--- src/rtl/display_scan_if.sv ---
// Bundle of load/pattern inputs and multiplexed display outputs for display_scan.
// master drives loads and patterns; slave is the scanner.
interface display_scan_if;
    logic       load;
    logic [0:6] min_segs;
    logic [0:6] sec_tens_segs;
    logic [0:6] sec_ones_segs;
    logic [0:6] seg;
    logic       dp;
    logic [2:0] an;
    logic       load_ack;
    logic       frame_start;

    modport master (
        output load, min_segs, sec_tens_segs, sec_ones_segs,
        input  seg, dp, an, load_ack, frame_start
    );

    modport slave (
        input  load, min_segs, sec_tens_segs, sec_ones_segs,
        output seg, dp, an, load_ack, frame_start
    );
endinterface

--- src/rtl/display_scan.sv ---
// Three-digit multiplexed 7-segment scanner (sec ones, sec tens, minutes) with
// blanking guard per slot and frame-synchronous double-buffered pattern loads.
module display_scan #(
    parameter int unsigned REFRESH_DIV  = 50000,
    parameter int unsigned BLANK_CYCLES = 16
) (
    input  logic          clk,
    input  logic          reset,
    display_scan_if.slave bus
);

    localparam int unsigned    CntW     = (REFRESH_DIV > 1) ? $clog2(REFRESH_DIV) : 1;
    localparam logic [CntW-1:0] CntMax   = CntW'(REFRESH_DIV - 1);
    localparam logic [CntW-1:0] BlankEnd = CntW'(BLANK_CYCLES);
    localparam logic [0:6]      SegOff   = 7'b1111111;

    typedef enum logic [1:0] {DigOnes = 2'd0, DigTens = 2'd1, DigMin = 2'd2} digit_e;

    logic [CntW-1:0] cnt_q, cnt_d;
    digit_e          dig_q, dig_d;
    logic            started_q, started_d;
    logic [0:6]      disp_ones_q, disp_ones_d, disp_tens_q, disp_tens_d;
    logic [0:6]      disp_min_q, disp_min_d;
    logic [0:6]      pend_ones_q, pend_ones_d, pend_tens_q, pend_tens_d;
    logic [0:6]      pend_min_q, pend_min_d;
    logic            pend_valid_q, pend_valid_d;
    logic [0:6]      seg_q, seg_d;
    logic [2:0]      an_q, an_d;
    logic            dp_q, dp_d;
    logic            ack_q, ack_d;
    logic            fs_q, fs_d;
    logic            frame;

    always_ff @(posedge clk) begin
        if (reset) begin
            cnt_q        <= '0;
            dig_q        <= DigOnes;
            started_q    <= 1'b0;
            disp_ones_q  <= SegOff;
            disp_tens_q  <= SegOff;
            disp_min_q   <= SegOff;
            pend_ones_q  <= SegOff;
            pend_tens_q  <= SegOff;
            pend_min_q   <= SegOff;
            pend_valid_q <= 1'b0;
            seg_q        <= SegOff;
            an_q         <= 3'b111;
            dp_q         <= 1'b1;
            ack_q        <= 1'b0;
            fs_q         <= 1'b0;
        end else begin
            cnt_q        <= cnt_d;
            dig_q        <= dig_d;
            started_q    <= started_d;
            disp_ones_q  <= disp_ones_d;
            disp_tens_q  <= disp_tens_d;
            disp_min_q   <= disp_min_d;
            pend_ones_q  <= pend_ones_d;
            pend_tens_q  <= pend_tens_d;
            pend_min_q   <= pend_min_d;
            pend_valid_q <= pend_valid_d;
            seg_q        <= seg_d;
            an_q         <= an_d;
            dp_q         <= dp_d;
            ack_q        <= ack_d;
            fs_q         <= fs_d;
        end
    end

    // Counter holds at 0/ones for the first edge after reset so that cycle is frame start.
    always_comb begin
        cnt_d     = cnt_q;
        dig_d     = dig_q;
        started_d = 1'b1;
        if (started_q) begin
            if (cnt_q == CntMax) begin
                cnt_d = '0;
                unique case (dig_q)
                    DigOnes: dig_d = DigTens;
                    DigTens: dig_d = DigMin;
                    default: dig_d = DigOnes;
                endcase
            end else begin
                cnt_d = cnt_q + 1'b1;
            end
        end
    end

    assign frame = (cnt_d == '0) && (dig_d == DigOnes);

    always_comb begin
        disp_ones_d  = disp_ones_q;
        disp_tens_d  = disp_tens_q;
        disp_min_d   = disp_min_q;
        pend_ones_d  = pend_ones_q;
        pend_tens_d  = pend_tens_q;
        pend_min_d   = pend_min_q;
        pend_valid_d = pend_valid_q;
        ack_d        = 1'b0;
        if (frame) begin
            pend_valid_d = 1'b0;
            if (bus.load) begin
                disp_ones_d = bus.sec_ones_segs;
                disp_tens_d = bus.sec_tens_segs;
                disp_min_d  = bus.min_segs;
                ack_d       = 1'b1;
            end else if (pend_valid_q) begin
                disp_ones_d = pend_ones_q;
                disp_tens_d = pend_tens_q;
                disp_min_d  = pend_min_q;
                ack_d       = 1'b1;
            end
        end else if (bus.load) begin
            pend_ones_d  = bus.sec_ones_segs;
            pend_tens_d  = bus.sec_tens_segs;
            pend_min_d   = bus.min_segs;
            pend_valid_d = 1'b1;
        end
    end

    // Outputs are registered from next-state values so they match the counter of their cycle.
    always_comb begin
        an_d  = 3'b111;
        seg_d = SegOff;
        dp_d  = 1'b1;
        fs_d  = frame;
        if (cnt_d >= BlankEnd) begin
            unique case (dig_d)
                DigOnes: begin
                    an_d  = 3'b110;
                    seg_d = disp_ones_d;
                end
                DigTens: begin
                    an_d  = 3'b101;
                    seg_d = disp_tens_d;
                end
                DigMin: begin
                    an_d  = 3'b011;
                    seg_d = disp_min_d;
                    dp_d  = 1'b0;
                end
                default: ;
            endcase
        end
    end

    assign bus.seg         = seg_q;
    assign bus.an          = an_q;
    assign bus.dp          = dp_q;
    assign bus.load_ack    = ack_q;
    assign bus.frame_start = fs_q;

endmodule

--- src/flat_wrapper.sv ---
// flat-port wrapper written by rule: the top's interface ports become plain ports
module display_scan_flat 
#(
    parameter int unsigned REFRESH_DIV  = 50000,
    parameter int unsigned BLANK_CYCLES = 16
)
  (clk, reset, bus_load, bus_min_segs, bus_sec_tens_segs, bus_sec_ones_segs, bus_seg, bus_dp, bus_an, bus_load_ack, bus_frame_start);
  display_scan_if bus_i ();
  input  logic clk;
  input  logic reset;
  input wire logic [$bits(bus_i.load)-1:0] bus_load;
  input wire logic [$bits(bus_i.min_segs)-1:0] bus_min_segs;
  input wire logic [$bits(bus_i.sec_tens_segs)-1:0] bus_sec_tens_segs;
  input wire logic [$bits(bus_i.sec_ones_segs)-1:0] bus_sec_ones_segs;
  output wire logic [$bits(bus_i.seg)-1:0] bus_seg;
  output wire logic [$bits(bus_i.dp)-1:0] bus_dp;
  output wire logic [$bits(bus_i.an)-1:0] bus_an;
  output wire logic [$bits(bus_i.load_ack)-1:0] bus_load_ack;
  output wire logic [$bits(bus_i.frame_start)-1:0] bus_frame_start;
  assign bus_i.load = bus_load;
  assign bus_i.min_segs = bus_min_segs;
  assign bus_i.sec_tens_segs = bus_sec_tens_segs;
  assign bus_i.sec_ones_segs = bus_sec_ones_segs;
  assign bus_seg = bus_i.seg;
  assign bus_dp = bus_i.dp;
  assign bus_an = bus_i.an;
  assign bus_load_ack = bus_i.load_ack;
  assign bus_frame_start = bus_i.frame_start;
  display_scan #(.REFRESH_DIV(REFRESH_DIV), .BLANK_CYCLES(BLANK_CYCLES)) u_core (.clk(clk), .reset(reset), .bus(bus_i));
endmodule
--- config.mk ---
export PLATFORM = sky130hd
export DESIGN_NAME = display_scan_flat
export DESIGN_NICKNAME = d
export VERILOG_FILES = /design/src/rtl/display_scan_if.sv /design/src/rtl/display_scan.sv /design/src/flat_wrapper.sv
export SDC_FILE = /design/constraint.sdc
export NUM_CORES = 1
export LEC_CHECK = 0
export ABC_AREA = 1
export BUFFER_PORTS_ARGS = -buffer_cell sky130_fd_sc_hd__buf_2
export CAP_MARGIN = 10
export CORE_MARGIN = 1.5
export CORE_UTILIZATION = 30
export CTS_BUF_LIST = sky130_fd_sc_hd__clkbuf_8
export DETAILED_ROUTE_END_ITERATION = 8
export PLACE_DENSITY_LB_ADDON = 0.05
export SYNTH_ARGS = -nofsm -noshare
export SYNTH_HDL_FRONTEND = slang
export SYNTH_SLANG_ARGS = --single-unit
--- constraint.sdc ---
create_clock -name clk -period 2.5 [get_ports clk]
set_clock_uncertainty 0.15 [all_clocks]
set_input_delay 0.375 -clock clk [delete_from_list [all_inputs] [get_ports clk]]
set_output_delay 0.375 -clock clk [all_outputs]
set_load 0.01 [all_outputs]
# After elaboration in Yosys (flattened, before gate mapping)
# Cells that the tools add are included.
dict set report word_totals {
  regBits 75
  latchBits 0
  ram_bits 0
  rom_bits 0
  output_inout_bits 13
  n_memories 0
}
dict set report op_classes {
  add_sub_neg 1
  mul 0
  div_mod_pow 0
  order_cmp 1
  eq_ne 4
  shift 0
  n_mux 20
  bitwise_logic 2
  n_reduce_logical 8
}
# op count
set ops {}
lappend ops {{7-bit two-way mux} 9}
lappend ops {{16-bit two-way mux} 2}
lappend ops {{7-bit case mux with 3 select lines} 1}
lappend ops {{16-bit by 1-bit adder with 16-bit output (second input constant)} 1}
lappend ops {{16-bit == test (second input constant)} 1}
lappend ops {{16-bit by 5-bit greater-or-equal comparator with 1-bit output (second input constant)} 1}
lappend ops {{16-bit logical NOT} 1}
lappend ops {{3-bit case mux with 3 select lines} 1}
lappend ops {{2-bit OR reduction} 3}
lappend ops {{2-bit by 1-bit == test with 1-bit output (second input constant)} 2}
lappend ops {{2-bit logical NOT} 2}
lappend ops {{1-bit two-way mux} 4}
lappend ops {{2-bit two-way mux} 2}
lappend ops {{2-bit case mux with 2 select lines} 1}
lappend ops {{2-bit == test (second input constant)} 1}
lappend ops {{1-bit NOT} 2}
lappend ops {{2-bit AND reduction} 1}
lappend ops {{1-bit logical AND} 1}

# Logic depth before layout (Yosys ltp)
dict set report depth {
  word_depth 8
  ltp_mapped 16
  ltp_nobuf 15
}

# Worst setup path after synthesis
# No wires, ideal clock.
dict set report synth_path {
  path_type {register to register}
  start {reg u_core.cnt_q[0]}
  end {reg u_core.pend_valid_q}
  arrival_time_ps 1869
  required_ps 2222
  path_slack_ps 352
  stages_incl_launch_ff 17
  path_buffers 2
  cell_sequence {dfxtp_1 ha_1 nand2_1 inv_1 nand2_1 nor2_2 nand2_4 nand2_1 nand2_1 nor2_1 nand3_1 nor2_4 nand2_4 buf_6 buf_6 nand2_1 nor2_1}
}
dict set report synth_via {
  elab_chain_len 6
}
# element line_no
set synth_lines {}
lappend synth_lines {{from (decl)} display_scan.sv:19} ;# logic [CntW-1:0] cnt_q, cnt_d;
lappend synth_lines {{from (signal assigned)} display_scan.sv:52} ;# cnt_q <= cnt_d;
lappend synth_lines {{16-bit by 1-bit adder with 16-bit output / 16-bit == test (equally long branches)} {display_scan.sv:84, display_scan.sv:76}}
lappend synth_lines {{16-bit two-way mux / 2-bit two-way mux (equally long branches)} display_scan.sv:76} ;# if (cnt_q == CntMax) begin
lappend synth_lines {{16-bit two-way mux / 2-bit two-way mux (equally long branches)} display_scan.sv:75} ;# if (started_q) begin
lappend synth_lines {{16-bit logical NOT / 2-bit logical NOT (equally long branches)} display_scan.sv:89} ;# assign frame = (cnt_d == '0) && (dig_d == DigOnes);
lappend synth_lines {{1-bit logical AND *} display_scan.sv:89}
lappend synth_lines {{2-bit OR reduction (no line) *} -}
lappend synth_lines {{to (signal assigned)} display_scan.sv:61} ;# pend_valid_q <= pend_valid_d;
lappend synth_lines {{to (decl)} display_scan.sv:26} ;# logic pend_valid_q, pend_valid_d;
# Every way passes the cells marked *; elsewhere a longest branch is shown, timed or not.
# A chain may end at the register's enable or synchronous reset.

# Worst setup path after layout
dict set report layout_path {
  start {reg u_core.cnt_q[0]}
  end {reg u_core.pend_tens_q[0] (netlist bit)}
}
dict set report layout_via {
  elab_chain_len 7
}
# element line_no
set layout_lines {}
lappend layout_lines {{16-bit by 1-bit adder with 16-bit output / 16-bit == test (equally long branches)} {display_scan.sv:84, display_scan.sv:76}}
lappend layout_lines {{16-bit two-way mux / 2-bit two-way mux (equally long branches)} display_scan.sv:76}
lappend layout_lines {{16-bit two-way mux / 2-bit two-way mux (equally long branches)} display_scan.sv:75}
lappend layout_lines {{16-bit logical NOT / 2-bit logical NOT (equally long branches)} display_scan.sv:89}
lappend layout_lines {{1-bit logical AND *} display_scan.sv:89}
lappend layout_lines {{1-bit NOT (no line) *} -}
lappend layout_lines {{2-bit AND reduction (no line) *} -}
lappend layout_lines {{to (signal assigned)} display_scan.sv:43} ;# pend_tens_q <= SegOff;
lappend layout_lines {{to (signal assigned)} display_scan.sv:59} ;# pend_tens_q <= pend_tens_d;
lappend layout_lines {{to (decl)} display_scan.sv:24} ;# logic [0:6] pend_ones_q, pend_ones_d, pend_tens_q, pend_tens_d;
# Marked as above.

==> summary.md <==
| Metric | Value |
|---|---|
| Status | `finished, final reports clean` |
| Worst Setup EP | `u_core.pend_tens_q[0]` |
| Pin count of the biggest net entering global routing | `42` |
| Remaining antenna violation count after routing | `0` |
| Crit-path max FO | `40` |
| Setup TNS Final | `0 ns` |
| CTS tree | `built` |
| Clk_lat worst skew | `0.36 ns` |
| Iter 0 DRT Violations | `143` |
| Mapped Nets | `549` |
| Synth Instances | `around 520` |
| Setup crit end kind | `flop` |
| Required time of the critical path | `2.60 ns` |
| Detailed placement HPWL | `6886 microns` |
| Grt ovf | `0` |
| Die Ht | `113.6 microns` |
| Initial antenna violation count | `0` |
| Layout cells sized above 1 | `0.1764` |
| Clk slew on worst S/H paths | `around 0.080 ns` |
| Area after DPL | `4049 sq um` |
| Worst-Margin Slew | `slightly above 0.9 ns` |
| Period utilization | `0.9083` |
| Maximum clock path buffer count | `2` |
| Fmax | `440.4 MHz` |
| Cts hold-fix bufs | `0` |
| Critical path's slowest cell | `dfxtp_2` |
| Post-Synth Simple-Gate Area | `0.3520` |
| Buffers on Ports | `36` |
| R2R Path End | `u_core.pend_tens_q[0]` |
| Crit path cell chain | `ha_4 > nand3_2 > nor2_1 > nand2_1 > xor2_1 > nand3_2 > nor2_4 > nand2_4 > buf_12 > a21oi_1 > nand2_1` |
| Mux cell area share after synthesis | `0` |
| Number of global-route vias before repair | `about 3200` |
| Total power | `2.918 mW` |
| Max Slew Vio Count | `0` |
| HP Class | `in2reg` |
| Router iterations before antenna repair | `4` |
| Area grow syn2layout | `17.74%` |
| Core Rows | `40` |
| Die area | `12900 sq um` |
| Gr usage total | `0.1641` |
| Ys flop type | `dfxtp_1` |
| Final WL | `around 10000 microns` |
| Clock Sinks | `75` |
| H-tree levels | `3` |
| Drt drc | `0` |
| Ant. Diodes | `0` |
| Vias per inst | `roughly 4.7` |
| CP peak stage delay | `0.39 ns` |
| Placer Congestion | `0.8131` |
| Avg Inst Size Synth | `7.001 sq um` |
| Post-synthesis register bit count | `75` |
| XOR/XNOR share of the synthesized area | `0.009550` |
| Worst slew margin | `0.3818` |
| Leak pwr | `2.147 nW` |
| Final Cell Area | `4319 sq um` |
| Commonest non-fill, non-tap cell in the layout | `nand2_1` |
| Compound-Gate Fraction of Synth Area | `0.1252` |
| First-pass GRT wire length | `16300 microns` |
| Cell taking the most area after synthesis | `dfxtp_1` |
| Synth cell types | `31` |
| Synth top area cells | `dfxtp_1 41%, nand2_1 18%, nand3_1 6.8%` |
| Post-synthesis cell area | `3669 sq um` |
| Critical path depth | `11` |
| Critical path launch point | `u_core.cnt_q[0]` |
| Die W | `113.6 microns` |
| R2R depth | `11` |
| Via count | `3366` |
| R2r startpoint | `u_core.cnt_q[0]` |
| Initial core utilization | `0.3067` |
| Post-DR wirelength/cell | `13.80 microns` |
| Worst R2R Setup Slack | `0.23 ns` |
| Post-CTS sizing | `0` |
| CP arrival | `2.37 ns` |
| CTS Buf Count | `9` |
| Max rail drop VDD | `~0.21 mV` |
| Post-synth EDFFs | `0` |
| Worst Path Buf+Inv | `1` |
| Post-synth top area share | `0.4093` |
| Startpoint class of the critical path | `flop` |
| Hold_ws | `0.1668 ns` |
| Core Region | `approximately 12000 sq um` |
| Asr flop ratio synth | `0` |
| Cell Pwr Density | `675.5 nW/um^2` |
| Adder-Cell Fraction of Synth Area | `0.003411` |
| Final setup vio count | `0` |
| RSZ-0062 raised after global routing | `false` |
| Setup bufs post-CTS | `0` |
| Clock Tree Root | `clkbuf_8` |
| Hold Fails Final Rpt | `0` |
| CP top delay family | `simple AND/OR/NAND/NOR gates` |
| Sequential area share after synthesis | `0.4093` |
| Largest family of logic cells by synthesized area | `simple AND/OR/NAND/NOR gates` |
| Nets | `between 500 and 600` |
| Most frequent cells in the layout | `173 x nand2_1, 70 x dfxtp_1, 61 x inv_1, 50 x nand3_1, 43 x nor2_1` |
| Yosys warning count | `0` |
| Fin crit period | `2.271 ns` |
| Top Ports | `37` |
| Setup CP Type | `reg2reg` |
| Maxcap violations | `0` |
## per-stage QoR
step | util | instances | worst slack, ns
CTS | 0.3591 | 714 | 0.02075
global route | 0.3611 | 714 | 0.02071
finish | 0.3611 | 714 | 0.2294
global placement | 0.3385 | 698 | 0.03576
floorplan | - | 524 | 0.3523
detailed placement | 0.3385 | 698 | 0.02536
## power breakdown
group | switching [mW] | internal [mW] | total (mW)
combinational | 0.258 | 0.175 | 0.433
clock | 0.460 | 0.671 | 1.13
sequential | 0.0640 | 1.29 | 1.35
total | 0.782 | 2.14 | 2.92
## registers in the layout (all words and copies together), names as in the netlist
signal                  cells
u_core.bus.an               3
u_core.bus.dp               1
u_core.bus.frame_start      1
u_core.bus.load_ack         1
u_core.bus.seg              7
u_core.cnt_q               16
u_core.dig_q                2
u_core.disp_min_q           7
u_core.disp_ones_q          7
u_core.disp_tens_q          7
u_core.pend_min_q           7
u_core.pend_ones_q          7
u_core.pend_tens_q          7
u_core.pend_valid_q         1
u_core.started_q            1
## tightest hold or removal path, delay by kind of cell
family	cells	cell delay, ns
compound gates	1	0.06
buf+inv	2	0.13
simple gates	2	0.09
## cells in the mapped netlist, drive strengths merged (2+ instances only)
| cell type | count |
|---|---|
| nand2 | 177 |
| buf | 12 |
| nand4 | 8 |
| inv | 62 |
| o211ai | 14 |
| o21bai | 2 |
| a21oi | 22 |
| clkbuf | 12 |
| o21ai | 2 |
| a221oi | 21 |
| dfxtp | 75 |
| xor2 | 3 |
| nor2 | 52 |
| clkinv | 4 |
| nand3 | 54 |
## layout make-up
type,count,area (sq um)
Inverter,66,247.7
Clock inverter,3,67.56
Multi-Input combinational cell,359,1815
Timing Repair Buffer,51,317.8
Tap cell,147,183.9
Fill cell,1326,7642
Clock buffer,13,178.9
Sequential cell,75,1508
## how the worst min path moves through the flow
| stage | from | to | slack [ns] | cells past startpoint |
|---|---|---|---|---|
| after floorplan | u_core.pend_min_q[0] | u_core.pend_min_q[0] | 0.28 | 2 |
| after global placement | u_core.pend_tens_q[0] | u_core.pend_tens_q[0] | 0.29 | 2 |
| after detailed placement | u_core.pend_min_q[0] | u_core.pend_min_q[0] | 0.29 | 2 |
| after CTS | bus_sec_tens_segs[0] | u_core.pend_tens_q[6] | 0.15 | 5 |
| after global routing | bus_sec_ones_segs[3] | u_core.pend_ones_q[3] | 0.18 | 5 |
| final | bus_sec_tens_segs[3] | u_core.pend_tens_q[3] | 0.17 | 5 |
## kinds of logic after synthesis
kind of cell               after synthesis
buffers and inverters                   90
DFF                                     75
and+or+nand+nor                        293
xor gates and xnor gates                 4
AOI/OAI and AO/OA                       61
adders and majority gates                1
## per-layer routing
layer,GRT usage,part of all wire,up-vias
met5,0,0,-
met3,0.02869,0.029,16
met2,0.2703,0.48,50
met1,0.2085,0.47,1535
li1,-,-,1765
met4,0.07833,0.022,0
No activity file was read; power rests on OpenSTA's default activity.
